--- src/rtl/bus_pkg.sv ---
// Shared definitions for the memory-mapped bus controller: FSM state
// encoding, the address bits used for region decode and default region map.
package bus_pkg;

    // Controller states
    typedef enum logic [2:0] {
        IDLE = 3'd0,
        ACC  = 3'd1,
        LO   = 3'd2,
        HI   = 3'd3,
        DONE = 3'd4,
        ERR  = 3'd5
    } state_t;

    // Address bits compared against the region bases
    localparam int REGION_MSB = 31;
    localparam int REGION_LSB = 20;
    localparam int REGION_W   = REGION_MSB - REGION_LSB + 1;

    // Default four-slave map: slave k lives at region k+1, slave 0 is 16-bit
    localparam logic [47:0] DEF_SLV_BASE    = {12'h004, 12'h003, 12'h002, 12'h001};
    localparam logic [3:0]  DEF_NARROW_MASK = 4'b0001;

endpackage

--- src/rtl/bus_addr_decode.sv ---
// Combinational region decoder: compares the top address bits against every
// slave base and returns a one-hot hit vector (lowest index wins on overlap),
// a mapped flag and whether the selected slave is a 16-bit one.
module bus_addr_decode
    import bus_pkg::*;
#(
    parameter int                 NSLV        = 4,
    parameter logic [NSLV*12-1:0] SLV_BASE    = DEF_SLV_BASE,
    parameter logic [NSLV-1:0]    NARROW_MASK = DEF_NARROW_MASK
) (
    input  logic [REGION_W-1:0] region,
    output logic [NSLV-1:0]     hit,
    output logic                any_hit,
    output logic                is_narrow
);

    logic [NSLV-1:0] match;

    // One comparator per slave region
    generate
        for (genvar gi = 0; gi < NSLV; gi++) begin : g_match
            assign match[gi] = (region == SLV_BASE[12*gi +: 12]);
        end
    endgenerate

    // Isolate the lowest set bit so overlapping regions resolve to the lower slave
    assign hit       = match & (-match);
    assign any_hit   = |match;
    assign is_narrow = |(hit & NARROW_MASK);

endmodule

--- src/rtl/bus_ctrl.sv ---
// Memory-mapped bus controller: decodes a CPU request onto one of NSLV
// slaves with a req/ack handshake, splits 16-bit slaves into lo/hi beats and
// answers unmapped addresses with an error ack.
// Optional feature macro: BUS_TIMEOUT_EN adds an 8-bit wait-state counter that
// aborts a beat with an error ack after TIMEOUT cycles without s_ready.
module bus_ctrl
    import bus_pkg::*;
#(
    parameter int                 NSLV        = 4,
    parameter logic [NSLV*12-1:0] SLV_BASE    = DEF_SLV_BASE,
    parameter logic [NSLV-1:0]    NARROW_MASK = DEF_NARROW_MASK
`ifdef BUS_TIMEOUT_EN
    ,
    parameter int                 TIMEOUT     = 255
`endif
) (
    input  logic               sck,
    input  logic               rst,
    input  logic               en,
    input  logic               rw,
    input  logic [3:0]         sel,
    input  logic [31:0]        addr,
    input  logic [31:0]        wdata,
    output logic [31:0]        rdata,
    output logic               ack,
    output logic               err,
    output logic [NSLV-1:0]    s_cs,
    output logic               s_rw,
    output logic [3:0]         s_sel,
    output logic [19:0]        s_addr,
    output logic [31:0]        s_wdata,
    input  logic [NSLV*32-1:0] s_rdata,
    input  logic [NSLV-1:0]    s_ready
);

    state_t          state_reg, state_next;
    logic [NSLV-1:0] hit_reg;
    logic            narrow_reg;
    logic            rw_reg;
    logic [3:0]      sel_reg;
    logic [19:2]     addr_reg;
    logic [31:0]     wdata_reg;
    logic [31:0]     rdata_reg;

    logic [NSLV-1:0] dec_hit;
    logic            dec_any;
    logic            dec_narrow;
    logic            ready_sel;
    logic            timeout_hit;
    logic            beat;
    logic [31:0]     slot_data [NSLV];
    logic [31:0]     slv_rdata;

    // Byte-offset bits never reach the slaves; words are addressed only
    logic unused_addr_bits;
    assign unused_addr_bits = ^addr[1:0];

    bus_addr_decode #(
        .NSLV        (NSLV),
        .SLV_BASE    (SLV_BASE),
        .NARROW_MASK (NARROW_MASK)
    ) u_decode (
        .region    (addr[REGION_MSB:REGION_LSB]),
        .hit       (dec_hit),
        .any_hit   (dec_any),
        .is_narrow (dec_narrow)
    );

    // Read-data mux: only the latched slave's lane survives the OR below
    generate
        for (genvar gi = 0; gi < NSLV; gi++) begin : g_rdata
            assign slot_data[gi] = hit_reg[gi] ? s_rdata[32*gi +: 32] : 32'h0;
        end
    endgenerate

    // OR-reduce the masked lanes into the selected slave's read data
    always_comb begin
        slv_rdata = '0;
        for (int i = 0; i < NSLV; i++) begin
            slv_rdata = slv_rdata | slot_data[i];
        end
    end

    assign ready_sel = |(s_ready & hit_reg);

`ifdef BUS_TIMEOUT_EN
    logic [7:0] wait_cnt_reg;

    assign timeout_hit = (wait_cnt_reg == 8'(TIMEOUT - 1));

    // Wait-state counter: restarts on every state change, counts unanswered beat cycles
    always_ff @(posedge sck or posedge rst) begin
        if (rst) begin
            wait_cnt_reg <= '0;
        end else if (state_next != state_reg) begin
            wait_cnt_reg <= '0;
        end else if ((state_reg == ACC || state_reg == LO || state_reg == HI) && !ready_sel) begin
            wait_cnt_reg <= wait_cnt_reg + 8'd1;
        end
    end
`else
    assign timeout_hit = 1'b0;
`endif

    // State register
    always_ff @(posedge sck or posedge rst) begin
        if (rst) begin
            state_reg <= IDLE;
        end else begin
            state_reg <= state_next;
        end
    end

    // Next-state logic plus handshake outputs decoded from the current state
    always_comb begin
        state_next = state_reg;
        ack        = 1'b0;
        err        = 1'b0;
        s_cs       = '0;
        case (state_reg)
            IDLE: begin
                if (en) begin
                    if (!dec_any)       state_next = ERR;
                    else if (dec_narrow) state_next = LO;
                    else                state_next = ACC;
                end
            end
            ACC: begin
                s_cs = hit_reg;
                if (ready_sel)        state_next = DONE;
                else if (timeout_hit) state_next = ERR;
            end
            LO: begin
                s_cs = hit_reg;
                if (ready_sel)        state_next = HI;
                else if (timeout_hit) state_next = ERR;
            end
            HI: begin
                s_cs = hit_reg;
                if (ready_sel)        state_next = DONE;
                else if (timeout_hit) state_next = ERR;
            end
            DONE: begin
                ack        = 1'b1;
                state_next = IDLE;
            end
            ERR: begin
                ack        = 1'b1;
                err        = 1'b1;
                state_next = IDLE;
            end
            default: state_next = IDLE;
        endcase
    end

    // Request latch and read-data capture; an error path clears rdata on entry to ERR
    always_ff @(posedge sck or posedge rst) begin
        if (rst) begin
            hit_reg    <= '0;
            narrow_reg <= 1'b0;
            rw_reg     <= 1'b0;
            sel_reg    <= '0;
            addr_reg   <= '0;
            wdata_reg  <= '0;
            rdata_reg  <= '0;
        end else begin
            case (state_reg)
                IDLE: begin
                    if (en) begin
                        hit_reg    <= dec_hit;
                        narrow_reg <= dec_narrow;
                        rw_reg     <= rw;
                        sel_reg    <= sel;
                        addr_reg   <= addr[19:2];
                        wdata_reg  <= wdata;
                        if (!dec_any) rdata_reg <= '0;
                    end
                end
                ACC: begin
                    if (ready_sel)        rdata_reg <= slv_rdata;
                    else if (timeout_hit) rdata_reg <= '0;
                end
                LO: begin
                    if (ready_sel)        rdata_reg[15:0] <= slv_rdata[15:0];
                    else if (timeout_hit) rdata_reg <= '0;
                end
                HI: begin
                    if (ready_sel)        rdata_reg[31:16] <= slv_rdata[15:0];
                    else if (timeout_hit) rdata_reg <= '0;
                end
                default: ;
            endcase
        end
    end

    // Slave-side drive: narrow slaves see one 16-bit half per beat
    assign beat    = (state_reg == HI);
    assign rdata   = rdata_reg;
    assign s_rw    = rw_reg;
    assign s_sel   = narrow_reg ? {2'b00, (beat ? sel_reg[3:2] : sel_reg[1:0])} : sel_reg;
    assign s_addr  = narrow_reg ? {addr_reg, beat, 1'b0} : {addr_reg, 2'b00};
    assign s_wdata = narrow_reg ? {16'h0, (beat ? wdata_reg[31:16] : wdata_reg[15:0])} : wdata_reg;

endmodule
--- config.mk ---
export PLATFORM = sky130hd
export DESIGN_NAME = bus_ctrl
export DESIGN_NICKNAME = d
export VERILOG_FILES = /design/src/rtl/bus_pkg.sv /design/src/rtl/bus_addr_decode.sv /design/src/rtl/bus_ctrl.sv
export SDC_FILE = /design/constraint.sdc
export NUM_CORES = 1
export LEC_CHECK = 0
export CORE_MARGIN = 3
export CORE_UTILIZATION = 41
export DETAILED_ROUTE_END_ITERATION = 10
export HOLD_SLACK_MARGIN = 0.08
export PLACE_DENSITY = 0.88
export SLEW_MARGIN = 5
export SYNTH_ARGS = -nofsm -noshare
export SYNTH_HDL_FRONTEND = slang
export SYNTH_SLANG_ARGS = --single-unit
--- constraint.sdc ---
create_clock -name sck -period 7.65 [get_ports sck]
set_input_delay 1.53 -clock sck [delete_from_list [all_inputs] [get_ports sck]]
set_output_delay 1.53 -clock sck [all_outputs]
set_load 0.1 [all_outputs]
# After elaboration in Yosys (flattened, before gate mapping)
# Index checks and enable logic that the tools add are counted.
[classes]
n_addsub = 1
n_eq_ne = 15
muxes = 23
bitwise_logic = 7
n_reduce_logical = 12
[ops]
columns = ["op", "n"]
rows = [
  ["$mux W32", 8],
  ["$pmux W32 S4", 1],
  ["$or A32 B32 Y32", 3],
  ["$mux W16", 2],
  ["$eq A12 B2 Y1 const B", 2],
  ["$eq A12 B1 Y1 const B", 1],
  ["$eq A12 B3 Y1 const B", 1],
  ["$mux W3", 4],
  ["$reduce_and A6 Y1", 2],
  ["$ne A2 B2 Y1 const B", 5],
  ["$pmux W3 S3", 1],
  ["$and A4 B4 Y4", 2],
  ["$mux W4", 2],
  ["$reduce_or A4 Y1", 2],
  ["$eq A3 B2 Y1 const B", 2],
  ["$eq A3 B3 Y1 const B", 2],
  ["$mux W2", 3],
  ["$reduce_bool A3 Y1", 2],
  ["$neg A4 Y4", 1],
  ["$reduce_or A2 Y1", 2],
  ["$eq A3 B1 Y1 const B", 1],
  ["$logic_not A3 Y1", 1],
  ["$reduce_and A3 Y1", 1],
  ["$reduce_or A3 Y1", 1],
  ["4 further kinds", 6],
]
[word_totals]
regBits = 95
in_bits = 204
output_inout_bits = 95
wordCells = 67

# Longest topological paths before layout
# Gate-level depths: netlist of the first run.
[depth]
depth_word = 7
depth_mapped = 7
mapped_depth_nobuf = 5

# By module
# From an unflattened synthesis of the first run, not the netlist that was laid out.
[unflattened]
cells_unflattened = 470
hier_area_um2 = 4986.0
[by_module_without_submodules]
columns = ["module", "instances", "cells_per_inst", "area_each_um2", "seq_area_each_um2"]
rows = [
  ["bus_ctrl", 1, 454, 4898.4, 2377.3],
  ["bus_addr_decode", 1, 16, 87.6, 0.0],
]

# Least setup slack after synthesis of the first run
# Ideal clock, no wire load.
[synth_timing]
path_type = "reg2out"
start = "register state_reg[2]"
end = "output err"
arrival_time_ps = 2824
required_ps = 6120
path_slack_ps = 3296
path_stages_with_launch = 4
n_path_buf = 1
path_cell_list = "dfrtp_1 > buf_2 > nor2b_1 > and2_1"
[synth_between]
elab_chain_cells = 2
[synth_rtl]
columns = ["element", "line_no", "text"]
rows = [
  ["start, declared", "bus_ctrl.sv:36", "state_t state_reg, state_next;"],
  ["start signal, assigned", "bus_ctrl.sv:110", "state_reg <= state_next;"],
  ["$eq A3 B3 Y1", "bus_ctrl.sv:120", "case (state_reg)"],
  ["$mux W1", "bus_ctrl.sv:120", ""],
  ["end, declared", "bus_ctrl.sv:26", "output logic err,"],
]
# No other way between the ends.

# Final worst setup path of the first run
[layout_timing]
start = "register state_reg[2]"
end = "output s_wdata[9]"
[layout_between]
elab_chain_cells = 3
[layout_rtl]
columns = ["element", "line_no", "text"]
rows = [
  ["$eq A3 B2 Y1", "bus_ctrl.sv:197", "assign beat = (state_reg == HI);"],
  ["$mux W16", "bus_ctrl.sv:202", "assign s_wdata = narrow_reg ? {16'h0, (beat ? wdata_reg[31:16] : wdata_reg[15:0])} : wdata_reg;"],
  ["$mux W32", "bus_ctrl.sv:202", ""],
  ["end, declared", "bus_ctrl.sv:31", "output logic [31:0] s_wdata,"],
]
# No other way between the ends.

==> flow_summary.yaml, run 1 <==
die:
  die_x_um: 115
  start_util_pct: 42.4
  fp.dieH_um: 115
  core-area_mm2: 0.0115
  ios: 299
  die-area_mm2: 0.0133
  rows: 39
cells_and_area:
  design_area_mm2: 0.00816
  fillCellCount: 861
  area_growth_pct: 67.1
  stdcell_count: 936
  fin_nets: 992
  drive_gt1_share_pct: 8.45
  diodes: 0
critical_path:
  end_kind: "primary output"
  timing.rr.end: "rdata[27]"
  crit_start: "state_reg[2]"
  cp-start-kind: "flop"
  arrival_ns: 3.50
  ff2ff_path_depth: 6
  r2r_start: "hit_reg[0]"
  required_ns: 6.12
  crit_path_max_fanout: 19
  reg2reg_setup_slack_ns: 4.68
  setup.worst_path.class: "flop to primary output"
sta:
  grt_setup_unrepaired: "false"
  setup_tns_ns: 0
  timing_max_transition_violations_final: 0
  slew_headroom_pct: 20.6
  setup_viol: 0
  period_minus_slack_ns: 5.03
  tightest_slew_ns: 1.19
  final_hold_viol_count: 0
  fmax_mhz: 199
  clock_skew_ns: 0.0115
  post-route-period-util_pct: 65.8
  hold-worst-slack_ns: 0.468
routing:
  dr.pass1.iters: 5
  drtIter0Drc: 399
  drc_errors: 0
  wl_per_cell_um: 20.8
  vias: 5122
  postRouteAntennaNets: 0
  totalWireLength_mm: 19.5
  routed_via_density: 5.47
min_path:
  hold_path_end: "wdata_reg[7]"
  hold_class: "flop to flop"
  hold_start: "wdata_reg[7]"
  worstHoldPathCells: 2
clocking:
  postCtsResizedCells: 0
  cts_buffers: 9
  clk_pin_slew_worst_paths_ns: 0.07
  clk-insertion-delay-late_ns: 0.34
  cts_setup_buffers: 0
  cts_sinks: 94
  clk_root_buffer_cell: "clkbuf_16"
  clk_path_buf_depth: 2
  ctsHoldBuffers: 0
  cts_tree: "yes"
  cts_max_level: 3
pwr:
  netSwitchingFraction_pct: 55.5
  power.density_mw_per_mm2: 366
  p_comb_share_pct: 60.9
  p_int_mw: 1.33
  power_frac_clock_pct: 14.3
  p_sw_mw: 1.66
  p_seq_share_pct: 24.8
  peakVddDrop_v: 0.000485
  total_leakage_power_nw: 3.49
grt:
  grt_antenna_before_repair: 0
  grt_overflow: 0
  grt_pass1_vias: 5205
  grt_max_degree: 69
  grt_pass1_wl_mm: 28.8
  track_usage_pct: 28.2
placed_design:
  dpl-instance-area_mm2: 0.00788
  io_buffers: 295
  place.gp.congestion: 0.897
  hpwl_mm: 14.8
  placedCellCount: 920
synthesis:
  syn_inst: 521
  yosys_warnings: 0
  ys_seq_area_share_pct: 48.2
  syn_nets: 725
  syn_area_mm2: 0.00488
  ys_types: 37
  synth_top_area_share_pct: 48.2
  ys_ff_latch: 94
  synth_top_area_cell: "dfrtp_1"
  syn_avg_cell_area_um2: 9.38
  ys_top_cells_by_area: "dfrtp_1 (48%), nand2_1 (15%), a221oi_1 (5.9%)"
outcome:
  status: "completed"
job:
  cap_violations: 0
-- layout by cell type (no fill, tap or decap), drive strengths merged, types with 6 or more instances in the layout --
cell type      Yosys  final
a221oi            33     33
o31ai             17     17
o22ai             16     16
clkbuf            26     10
mux2              34     34
nor2b             20     20
nand2            189    189
a22o              32     32
dfrtp             94     94
clkdlybuf4s50      0    295
buf               19      6
-- Yosys cell counts --
master and n:
nand2_1 189, dfrtp_1 94, a221oi_1 33, a22o_1 32
clkbuf_1 26, mux2_2 25, nor2b_1 20, o31ai_1 17
o22ai_1 16, buf_2 15, mux2_4 9, and2_1 5
nor2_1 5, o21ai_0 3, or2_2 3, a21oi_1 2
a22oi_1 2, buf_6 2, inv_1 2, nand3_1 2
nand3b_1 2, nor3b_1 2, a211oi_1 1, a211oi_4 1
buf_1 1, buf_4 1, conb_1 1, nand4_1 1
nand4b_1 1, nor3_1 1, nor3_2 1, nor4_1 1
o32ai_2 1, or3b_2 1, or3b_4 1, xnor2_1 1
xor2_1 1
-- how the worst max path moves through the flow --
stage	cells after the start	end	slack, ns
final	3	s_wdata[9]	2.62
after global routing	3	s_sel[1]	2.46
after CTS	3	s_sel[1]	2.53
after detailed placement	3	s_sel[1]	2.95
after global placement	3	s_wdata[4]	3.01
after floorplan	3	err	3.30
-- metrics by stage --
step	worst slack, ns	util, %	total power [mW]
2_1_floorplan	3.30	-	2.08
3_3_place_gp	3.01	68.4	2.54
3_5_place_dp	2.95	68.4	2.57
4_1_cts	2.53	70.9	3.01
5_1_grt	2.46	70.9	3.10
6_report	2.62	70.9	2.99
-- critical path, stage by stage, from the launching register on --
cell	delay (ns)
dfrtp_1	0.54
nand4b_1	0.97
mux2_2	0.49
clkdlybuf4s50_1	1.16
-- power by group through the flow --
stage,sequential (mW),combinational (mW),clock (mW)
detailed placement,0.749,1.82,0
finish,0.742,1.82,0.427
global placement,0.739,1.80,0
floorplan,1.09,0.995,0
CTS,0.742,1.83,0.434
global route,0.761,1.88,0.454
-- per-layer routing --
layer	routed length, um	up-vias	global-route usage (%)	part of all wire, %
met1	7630	2484	34.2	39
met2	9870	237	49.0	51
li1	-	2361	-	-
met3	1420	40	6.53	7.3
met4	556	0	10.1	2.9
met5	0	-	0	0
-- cell families (layout without fill, tap and decap cells) --
family / Yosys count / in the layout / share of synthesized area [%]
compound gates: 108 / 108 / 18.0
flops: 94 / 94 / 48.2
xor+xnor: 2 / 2 / 0.359
other cells: 1 / 1 / 0.0768
simple gates: 235 / 235 / 20.5
buf+inv: 47 / 319 / 4.38
mux: 34 / 34 / 8.53
-- layout make-up --
| cell class | instances | area, um^2 | share of cell area (%) |
|---|---|---|---|
| inverters | 2 | 10.0 | 0.123 |
| multi-input cells | 380 | 2340 | 28.6 |
| clock buffers | 10 | 239 | 2.93 |
| repair buffers | 301 | 3000 | 36.7 |
| well taps | 143 | 179 | 2.19 |
| clock inverters | 6 | 43.8 | 0.537 |
| flip-flops and latches | 94 | 2350 | 28.8 |
No activity file was read; power rests on OpenSTA's default activity.
==> inputs of run 2 (changes only) <==
Settings changed: CORE_UTILIZATION 41 to 34, PLACE_DENSITY 0.88 to 0.78.
Clock period 7.65 ns to 4.25 ns, I/O delays scaled along.
==> run 2 against run 1 <==
  * Sequential power grew 79%
  * Wire length down 9.0%
  * Non-clock buffer count rose by 4
  * Sequential share of layout area fell by 0.079 points
  * Sequential cell count unchanged
  * Count of clock-buffer cells in the layout grew 1
  * Critical path depth unchanged
  * Total power increased by 79%
  * Cell count is 4.4% higher
  * Setup slack lost 1.7 ns
  * Utilization down 12 points
  * Via count decreased by 2.3%
  * Largest power group unchanged
  * Highest routed layer unchanged
==> flow_summary.yaml, run 2 (synthesis results as in run 1) <==
pwr:
  peakVddDrop_v: 0.000735
  total_power_mw: 5.34
  power.density_mw_per_mm2: 652
  total_leakage_power_nw: 3.54
sta:
  period_minus_slack_ns: 3.33
  setup_tns_ns: 0
  fmax_mhz: 300
  timing_max_transition_violations_final: 0
  tightest_slew_ns: 1.15
  post-route-period-util_pct: 78.4
  hold-worst-slack_ns: 0.472
  clock_skew_ns: 0.00583
  final_hold_viol_count: 0
  slew_headroom_pct: 23.2
  grt_setup_unrepaired: "false"
  setup_viol: 0
grt:
  grt_max_degree: 74
  grt_pass1_vias: 5192
  grt_overflow: 0
  grt_pass1_wl_mm: 27.7
  track_usage_pct: 21.8
  grt_antenna_before_repair: 0
die:
  rows: 43
  core-area_mm2: 0.0140
  die_x_um: 126
  ios: 299
  die-area_mm2: 0.0158
  start_util_pct: 34.9
  fp.dieH_um: 126
cells_and_area:
  area_growth_pct: 67.5
  layout_commonest_cell: "clkdlybuf4s50_1"
  diodes: 0
  fin_nets: 996
  fillCellCount: 1154
  drive_gt1_share_pct: 11.8
  layout_common_cells: "clkdlybuf4s50_1 (272), nand2_1 (189), dfrtp_1 (93)"
routing:
  route.met2.wl_mm: 8.80
  wl_per_cell_um: 18.1
  totalWireLength_mm: 17.7
  vias: 5003
  routed_via_density: 5.12
  wl_met1_mm: 7.08
  drtIter0Drc: 190
  drc_errors: 0
  route.met3.wl_mm: 1.45
  highest_layer: "met4"
  postRouteAntennaNets: 0
  dr.pass1.iters: 4
critical_path:
  path_delay_family: "buffers and inverters"
  arrival_ns: 2.48
  crit_path_max_fanout: 12
  setup.worst_path.class: "flop to primary output"
  reg2reg_setup_slack_ns: 1.62
  end_kind: "primary output"
  cp_cell_sequence: "nor2b_1 > and2_1 > clkdlybuf4s50_1"
  crit_buf_inv: 1
  cp-start-kind: "flop"
  required_ns: 3.40
  slowest_stage: "clkdlybuf4s50_1"
  cpPeakStageDelay_ns: 1.14
clocking:
  clk_pin_slew_worst_paths_ns: 0.06
  cts_tree: "yes"
  clk_root_buffer_cell: "clkbuf_16"
  clk_path_buf_depth: 2
  cts_setup_buffers: 0
  postCtsResizedCells: 0
  ctsHoldBuffers: 0
  cts_max_level: 3
  clk-insertion-delay-late_ns: 0.34
  cts_buffers: 9
  cts_sinks: 94
outcome:
  status: "completed"
placed_design:
  hpwl_mm: 13.3
  io_buffers: 295
  place.gp.congestion: 0.867
job:
  cap_violations: 0
min_path:
  hold_class: "flop to flop"
## run 2: changes by cell type in the layout (fill, tap and decap cells not counted), sizes merged
cell,before,now
clkdlybuf4s50,295,272
clkinvlp,1,2
buf,6,33
inv,4,2
clkbuf,10,11
## run 2: layout make-up
type	count	area (um^2)	area share [%]
Clock buffer	11	253	3.09
Clock inverter	5	33.8	0.413
Inverter	2	10.0	0.122
Multi-Input combinational cell	380	2340	28.6
Sequential cell	94	2350	28.8
Tap cell	180	225	2.75
Timing Repair Buffer	305	2970	36.3
## run 2: final timing paths
| check | endpoint | from | depth (start not counted) |
|---|---|---|---|
| min | wdata_reg[7] | wdata_reg[7] | 2 |
| max reg2reg | rdata[27] | hit_reg[0] | 7 |
| min reg2reg | wdata_reg[7] | wdata_reg[7] | 2 |
| max | err | state_reg[2] | 3 |
| max in group asynchronous | wdata_reg[6] | rst | 3 |
| min in group asynchronous | addr_reg[4] | rst | 2 |
## run 2: stage by stage
| step | instance area [um^2] | util [%] | std cells | worst slack [ns] |
|---|---|---|---|---|
| 3_3_place_gp | 7900 | 56.4 | 961 | 1.29 |
| 2_1_floorplan | 4880 | - | 521 | 0.576 |
| 4_1_cts | 8180 | 58.5 | 977 | 0.912 |
| 5_1_grt | 8180 | 58.5 | 977 | 0.827 |
| 3_5_place_dp | 7900 | 56.4 | 961 | 1.23 |
| 6_report | 8180 | 58.5 | 977 | 0.918 |
## run 2: where the power goes
part	internal (mW)	switching, mW
registers	1.16	0.172
logic	0.791	2.44
clock network	0.428	0.350
total	2.38	2.96
## run 2: per-layer routing
layer,vias to the layer above,track usage [%]
li1,2375,-
met1,2373,26.3
met2,229,37.7
met3,26,5.98
met4,0,7.44
met5,-,0
## run 2: worst min-delay path, delay by kind of cell (launching register included)
family / cells / cell delay [ns]
flip-flops: 1 / 0.34
AND/OR/NAND/NOR: 2 / 0.10
==> inputs of run 3 (changes only) <==
Clock period 4.25 ns to 2.72 ns, I/O delays scaled along.
==> run 3 against run 2 <==
  * Clock power grew 93%
  * Utilization increased by 3.0 points
  * Via count is 1.9% higher
  * Combinational power is 76% higher
  * Total power grew 73%
  * Critical path depth increased by 1
  * First-iteration DRC count rose by 41%
  * Design area rose by 5.1%
  * Register-to-register slack worse by 1.1 ns
  * Critical endpoint is now s_wdata[14]
  * Largest cell class unchanged
==> flow_summary.yaml, run 3 (synthesis results as in run 1) <==
critical_path:
  arrival_ns: 1.91
  r2r_start: "hit_reg[0]"
  ff2ff_path_depth: 7
  required_ns: 2.18
  end_kind: "primary output"
  cp-start-kind: "flop"
  timing.rr.end: "rdata[28]"
  crit_path_max_fanout: 19
  reg2reg_setup_slack_ns: 0.56
  setup.worst_path.class: "flop to primary output"
min_path:
  worstHoldPathCells: 2
  hold_path_end: "sel_reg[1]"
  hold_class: "flop to flop"
  hold_start: "sel_reg[1]"
clocking:
  clk_path_buf_depth: 2
  clk_pin_slew_worst_paths_ns: 0.06
  clk_root_buffer_cell: "clkbuf_16"
  ctsHoldBuffers: 0
  cts_max_level: 3
  cts_sinks: 94
  cts_buffers: 9
  cts_setup_buffers: 0
  clk-insertion-delay-late_ns: 0.34
  cts_tree: "yes"
  postCtsResizedCells: 0
placed_design:
  io_buffers: 295
  placedCellCount: 965
  place.gp.congestion: 0.879
  dp_slack_ns: 0.207
  dpl-instance-area_mm2: 0.00824
  hpwl_mm: 13.5
routing:
  drtIter0Drc: 267
  drc_errors: 0
  totalWireLength_mm: 17.8
  postRouteAntennaNets: 0
  vias: 5097
  dr.pass1.iters: 5
  wl_per_cell_um: 18.2
  routed_via_density: 5.20
sta:
  setup_slack_ns: 0.265
  final_hold_viol_count: 0
  fmax_mhz: 407
  setup_tns_ns: 0
  setup_viol: 0
  grt_setup_unrepaired: "false"
  period_minus_slack_ns: 2.46
  timing_max_transition_violations_final: 0
  post-route-period-util_pct: 90.3
  tightest_slew_ns: 0.759
  hold-worst-slack_ns: 0.474
  clock_skew_ns: 0.00962
  slew_headroom_pct: 49.2
grt:
  grt_max_degree: 95
  grt_pass1_vias: 5306
  grt_overflow: 0
  grt_antenna_before_repair: 0
  grt_pass1_wl_mm: 27.9
  track_usage_pct: 22.0
die:
  fp.dieH_um: 126
  core-area_mm2: 0.0140
  die-area_mm2: 0.0158
  rows: 43
  start_util_pct: 34.9
  ios: 299
  die_x_um: 126
cells_and_area:
  area_growth_pct: 76.0
  diodes: 0
  drive_gt1_share_pct: 21.2
  design_area_mm2: 0.00860
  layout_commonest_cell: "clkdlybuf4s50_1"
  layout_common_cells: "clkdlybuf4s50_1 (201), nand2_1 (189), dfrtp_1 (93)"
  stdcell_count: 981
  fin_nets: 1000
  utilization_pct: 61.5
  fillCellCount: 1163
pwr:
  peakVddDrop_v: 0.000972
  power.density_mw_per_mm2: 1080
  total_leakage_power_nw: 3.86
  total_power_mw: 9.24
job:
  cap_violations: 0
outcome:
  status: "completed"
## run 3: where the power goes
part	internal, mW	leakage, nW	total [mW]	switching, mW
clock	0.951	0.176	1.50	0.550
combinational	1.72	2.48	5.67	3.96
sequential	1.81	1.20	2.07	0.257
total	4.48	3.86	9.24	4.76
## run 3: how the worst max path moves through the flow
stage / endpoint / from
6_report: s_wdata[14] / state_reg[0]
3_3_place_gp: hit_reg[0] / en
2_1_floorplan: s_sel[2] / hit_reg[0]
3_5_place_dp: hit_reg[1] / addr[27]
5_1_grt: s_cs[2] / state_reg[0]
4_1_cts: s_cs[2] / state_reg[0]
## run 3: layout make-up
cell class	count	area, um^2	area share [%]
Sequential cell	94	2350	27.4
Clock inverter	5	104	1.21
Timing Repair Buffer	309	3310	38.5
Clock buffer	11	253	2.94
Multi-Input combinational cell	380	2340	27.2
Tap cell	180	225	2.62
Inverter	2	11.3	0.131
## run 3: per-layer routing
layer | vias to the layer above | routed length, um | track usage, %
met5 | - | 0 | 0
met4 | 0 | 533 | 8.20
met3 | 38 | 1930 | 8.18
met2 | 272 | 8740 | 37.6
met1 | 2408 | 6600 | 25.2
li1 | 2379 | - | -
## run 3: critical path: stages (launching register included)
cell      delay, ns
dfrtp_1        0.51
nand4b_1       0.17
buf_4          0.30
mux2_2         0.41
buf_12         0.17
